File: src/rtl/bit_vault_rf.sv
// Register file with one write port, two registered read ports and a self-zeroing sweep.
// Define BIT_VAULT_RF_BYPASS_EN to forward same-cycle write data to a matching read.
module bit_vault_rf #(
  parameter int DATA_W = 8,
  parameter int ADDR_W = 4
) (
  input  logic              clk,
  input  logic              rst,
  input  logic              clear,
  output logic              busy,
  input  logic              write_enable,
  input  logic [ADDR_W-1:0] waddr,
  input  logic [DATA_W-1:0] data_in,
  input  logic              re_a,
  input  logic [ADDR_W-1:0] raddr_a,
  output logic [DATA_W-1:0] data_out_a,
  output logic              rvalid_a,
  input  logic              re_b,
  input  logic [ADDR_W-1:0] raddr_b,
  output logic [DATA_W-1:0] data_out_b,
  output logic              rvalid_b
);

  localparam int DEPTH = 2 ** ADDR_W;
  localparam logic IDLE  = 1'b0;
  localparam logic SWEEP = 1'b1;

  logic              state_r;
  logic [ADDR_W-1:0] ptr_r;
  logic [DATA_W-1:0] mem_r [DEPTH];
  logic [DATA_W-1:0] data_a_r;
  logic [DATA_W-1:0] data_b_r;
  logic              valid_a_r;
  logic              valid_b_r;
  logic              idle_s;
  logic              last_s;
  logic [DATA_W-1:0] rd_a_s;
  logic [DATA_W-1:0] rd_b_s;

  assign idle_s     = (state_r == IDLE);
  assign last_s     = (ptr_r == {ADDR_W{1'b1}});
  assign busy       = (state_r == SWEEP);
  assign data_out_a = data_a_r;
  assign data_out_b = data_b_r;
  assign rvalid_a   = valid_a_r;
  assign rvalid_b   = valid_b_r;

  // Read data selection, optionally forwarding the write of the same cycle
  always_comb begin
    rd_a_s = mem_r[raddr_a];
    rd_b_s = mem_r[raddr_b];
`ifdef BIT_VAULT_RF_BYPASS_EN
    if (write_enable && (waddr == raddr_a)) begin
      rd_a_s = data_in;
    end else begin
      rd_a_s = mem_r[raddr_a];
    end
    if (write_enable && (waddr == raddr_b)) begin
      rd_b_s = data_in;
    end else begin
      rd_b_s = mem_r[raddr_b];
    end
`endif
  end

  // Sweep FSM: reset lands in SWEEP so the array is zeroed before first use
  always_ff @(posedge clk or posedge rst) begin
    if (rst) begin
      state_r <= SWEEP;
      ptr_r   <= '0;
    end else begin
      case (state_r)
        IDLE: begin
          if (clear) begin
            state_r <= SWEEP;
            ptr_r   <= '0;
          end
        end
        SWEEP: begin
          ptr_r <= ptr_r + ADDR_W'(1);
          if (last_s) begin
            state_r <= IDLE;
          end
        end
        default: begin
          state_r <= SWEEP;
          ptr_r   <= '0;
        end
      endcase
    end
  end

  // Storage array: sweep zeroing owns the write port while busy
  always_ff @(posedge clk) begin
    if (state_r == SWEEP) begin
      mem_r[ptr_r] <= '0;
    end else if (write_enable) begin
      mem_r[waddr] <= data_in;
    end
  end

  // Registered read ports; data holds when no read is accepted
  always_ff @(posedge clk or posedge rst) begin
    if (rst) begin
      data_a_r  <= '0;
      data_b_r  <= '0;
      valid_a_r <= 1'b0;
      valid_b_r <= 1'b0;
    end else begin
      valid_a_r <= re_a & idle_s;
      valid_b_r <= re_b & idle_s;
      if (re_a && idle_s) begin
        data_a_r <= rd_a_s;
      end
      if (re_b && idle_s) begin
        data_b_r <= rd_b_s;
      end
    end
  end

endmodule

File: config.mk
export PLATFORM = sky130hd
export DESIGN_NAME = bit_vault_rf
export DESIGN_NICKNAME = d
export VERILOG_FILES = /design/src/rtl/bit_vault_rf.sv
export SDC_FILE = /design/constraint.sdc
export NUM_CORES = 1
export LEC_CHECK = 0
export ABC_CLOCK_PERIOD_IN_PS = 2500
export BUFFER_PORTS_ARGS = -buffer_cell sky130_fd_sc_hd__buf_2
export CAP_MARGIN = 25
export CORE_UTILIZATION = 30
export CTS_BUF_LIST = sky130_fd_sc_hd__clkbuf_4 sky130_fd_sc_hd__clkbuf_8 sky130_fd_sc_hd__clkbuf_16
export DETAILED_ROUTE_END_ITERATION = 10
export PLACE_DENSITY = 0.55
export SYNTH_ARGS = -nofsm -noshare
export SYNTH_HDL_FRONTEND = slang
export SYNTH_SLANG_ARGS = --single-unit
File: constraint.sdc
create_clock -name clk -period 2.5 [get_ports clk]
set_clock_uncertainty 0.2 [all_clocks]
set_input_delay 0.5 -clock clk [delete_from_list [all_inputs] [get_ports clk]]
set_output_delay 0.5 -clock clk [all_outputs]
set_load 0.02 [all_outputs]
==> results.md <==
- The flow ran to the end, and the final reports show no timing, DRC or antenna violations.
- The via density per instance is between 5 and 6.
- The height of the chip is ~160 microns.
- The worst endpoint required time is around 2.4 ns.
- In this run the remaining antenna-violating nets after routing total 0.
- CTS built an H-tree with a depth of 4.
- The max-slew violation count is 0.
- The number of iterations in the first detailed-routing pass is 5.
- STA classifies the critical path endpoint as a flop.
- The floorplan step defined a core boundary enclosing approximately 23,000 sq um.
- The latest clock arrival within the worst-skew pair is between 0.4 and 0.5 ns.
- The clock tree from TritonCTS is yes.
- Measured against its own limit, the worst slew margin works out to 0.291.
- The post-synthesis register bit count is 151.
- The largest fanout on the critical path is 9.
- The number of vias after detailed routing is around 4,800.
- Yosys mapped the design onto 30 distinct sky130hd cell types.
- The total instance count after detailed placement is slightly below 900.
- The starting utilization of the core area is 0.305.
- The wire length of the first global-routing pass is 30,100 microns.
- The largest net degree at the start of global routing is 33.
- The final net count is approximately 620.
- The number of nets produced by synthesis is around 570.
- The die width is 157 microns.
- At the end of the flow the core is filled with cells to 0.359.
- The number of warnings issued by yosys is 0.
- The kind of critical path is flop to flop.
- The overall overflow remaining after global route is 0.
- The peak ir drop on the vdd network is approximately 0.53 mV.
- In this run, the number of DRC markers left after iteration 0 of detailed routing was between 500 and 600.
- The clock transition time at the flip-flop clock pins of the worst setup and hold paths is 0.06 ns.
- The count of final hold-check violations is 0.
- The critical-path cell with the highest stage delay is nor2_1.
- The total standard cell area after synthesis is 7170 sq um.
- The average instance area after synthesis is roughly 13 sq um.
- The number of antenna violations at the first check in global routing was 0.
- The achievable clock frequency is just over 0.4 GHz.
- The global placement routability congestion is around 0.89.
- The final critical path time including I/O delays and setup is approximately 2.4 ns.
- The relative area change from synthesis to final layout is 17.5%.
- The smallest hold slack is roughly 0.11 ns.
- Of the total power, the share spent switching nets is 0.320.
- The final layout contains routed wiring with a total length of between 20,000 and 25,000 microns.
- Setup violations remaining at the end of the flow were counted as 0.
- The combinational group share of total power is 0.231.
- Clock tree synthesis inserted a total of 17 buffers.
- Clock tree synthesis found a total of about 150 sinks.
- For this run, the register share of the synthesized area comes to 0.616.
- The largest single stage delay on the critical path is approximately 0.76 ns.
- The number of standard cells after synthesis is roughly 540.
- The net switching power is between 0.002 and 0.003 W.
- Pin placement for this block handled 45 I/O pins.
- The routed length per placed instance is 21.9 microns.
- In the routed design, unresolved DRC markers number 0.
- The full die area is approximately 25,000 sq um.
- The number of cells in the finished layout apart from fillers is just over 900.
- In this run the tool buffered the top-level ports with 44 buffer cells.
- The worst hold path belongs to the class input pin to flop.
- The longest clock path from root to sink contains 2 buffers.
- The cell that appears most often on the critical path is nor2_1.
- STA classifies the critical path startpoint as a flop.
- The arrival time at the worst endpoint is between 2 and 2.5 ns.
- Summed over all nets, the half-perimeter wirelength after detailed placement is 14,800 microns.
- The number of global-route vias before repair came to 4,797.
- The share of total power dissipated in sequential elements is 0.452.
- Of the total power, the clock network draws 0.316.
- The power density over cell area is about 980 nW/um^2.
- The tree is rooted in a clkbuf_16.
- The total routing resource utilization after global routing is 0.174.
- After floorplanning, the core was divided into 56 placement rows.
- In this run the static leakage power is 3.33 nW.
- The biggest area consumer among synthesized cells is edfxtp_1.
- The fraction of post-synthesis cell area in the top cell type by area is 0.536.
- Setup repair after global routing could not meet its margin everywhere.
- Of the available clock period, the critical path in the final layout requires 0.965.
- For the pin with the worst max-slew slack, the measured transition is 1.06 ns.
- Across the run, the number of max-cap violations was 0.
- The count of antenna diodes in the layout is 0.
- The cell internal power dissipation is ~0.0056 W.
- Yosys attributes the largest share of cell area to edfxtp_1, mux2i_1, dfrtp_1.
- In the final layout, the share of cells above drive strength 1 is 0.174.
- The critical path goes through and2b_1, nor2_1, a31oi_1, nor2_1.
[placed cells by master (no fill, tap or decap)]
cell	Yosys	layout
nand3b_1	2	2
nor2_1	26	20
clkinvlp_4	0	5
ha_1	1	1
a22oi_1	39	39
buf_2	16	42
buf_12	0	4
dlygate4sd3_1	0	1
nand4_1	12	12
inv_1	8	8
nor3b_1	3	3
nor3_1	2	2
a41oi_1	1	1
nor2b_1	2	2
dfrtp_1	22	22
clkbuf_16	0	17
nand3_1	35	35
clkbuf_4	0	1
nand2_1	56	56
bufinv_16	0	3
clkbuf_8	0	1
mux2i_1	126	126
and2b_1	3	3
nor4b_1	1	1
mux4_2	2	2
clkinv_4	0	1
nand2b_1	5	5
dfstp_2	1	1
clkinv_1	0	1
nor2_2	0	6
o21ai_0	2	2
buf_4	10	20
edfxtp_1	128	128
clkinv_2	0	3
a31oi_1	7	7
a21oi_1	15	15
and2_1	10	10
o211ai_1	1	1
xnor2_1	1	1
[power by group through the flow]
stage / Clock, W / Combinational, W / Sequential [W]
6_report: 0.00260 / 0.00190 / 0.00372
4_1_cts: 0.00262 / 0.00187 / 0.00372
3_3_place_gp: 0 / 0.00187 / 0.00376
3_5_place_dp: 0 / 0.00187 / 0.00377
5_1_grt: 0.00273 / 0.00205 / 0.00377
2_1_floorplan: 0 / 0.00106 / 0.00380
[critical path: cells and delay by family, from the launching register on]
family	cells	cell delay, ns
flops	1	0.53
compound gates	1	0.13
simple gates	3	1.16
[cells in the mapped netlist]
master and n:
and2_1 10, a31oi_1 7, a21oi_1 15, a41oi_1 1, mux4_2 2, buf_4 10
nand4_1 12, a22oi_1 39, edfxtp_1 128, nand3_1 35, nand2b_1 5, o21ai_0 2
mux2i_1 126, dfstp_2 1, nand3b_1 2, dfrtp_1 22, buf_6 4, nor2b_1 2
nor3_1 2, clkbuf_1 3, buf_2 16, nor3b_1 3, and2b_1 3, nor4b_1 1
nand2_1 56, inv_1 8, xnor2_1 1, o211ai_1 1, nor2_1 26, ha_1 1
[cell type report]
type / instances / area, sq um
fill: 2255 / 15000
sequential: 151 / 4420
multi-input combinational: 352 / 2520
timing repair buffer: 67 / 450
clock buffer: 19 / 447
tap: 319 / 399
clock inverter: 13 / 155
inverter: 8 / 30.0
[metrics by stage]
step | cell area, sq um | worst slack, ns | TNS [ns] | power, W
finish | 8430 | 0.0884 | 0 | 0.00822
global route | 8430 | -0.00584 | -0.0303 | 0.00856
CTS | 8400 | 0.0454 | 0 | 0.00821
detailed placement | 7790 | -0.0253 | -0.364 | 0.00563
global placement | 7790 | -0.101 | -1.10 | 0.00562
floorplan | 7170 | 0.404 | 0 | 0.00486
[worst paths after layout]
path                            depth (start not counted)       endpoint  slack, ns           from
max in group asynchronous                               4           busy       1.29            rst
worst max-delay path                                    4    mem_r[7][5]       0.09           busy
worst min-delay path                                    2       ptr_r[1]       0.11          clear
worst min register to register                          2  data_out_a[3]       0.28  data_out_a[3]
worst max register to register                          4    mem_r[7][5]       0.09           busy
min in group asynchronous                               4  data_out_a[2]       0.49            rst
[logic make-up (layout without fill, tap and decap cells)]
family,after synthesis,count (layout),share of synthesized area
flops,151,151,0.616
buf+inv,41,107,0.0337
compound gates,65,65,0.0611
xor+xnor,1,1,0.00122
fa+ha+maj,1,1,0.00174
simple gates,157,157,0.104
mux,128,128,0.182
[flip-flops by register name (all words and copies together) (netlist names)]
| register | count |
|---|---|
| mem_r | 128 |
| data_out_a | 8 |
| data_out_b | 8 |
| ptr_r | 4 |
| busy | 1 |
| rvalid_a | 1 |
| rvalid_b | 1 |
[layer usage]
metal | routed length, microns | up-vias | GRT usage
met2 | 9060 | 218 | 0.260
met5 | 0 | - | 0
li1 | - | 2164 | -
met1 | 9310 | 2350 | 0.240
met4 | 648 | 0 | 0.0798
met3 | 1290 | 32 | 0.0410
[timing repair]
item / CTS / global route
hold endpoints to repair: 22 / 0
hold buffers: 1 / 0
buffers inserted: 0 / 0
resized for setup: 0 / 6
endpoints found under the setup margin: 0 / 31
Power figures use the tool's default switching activity.
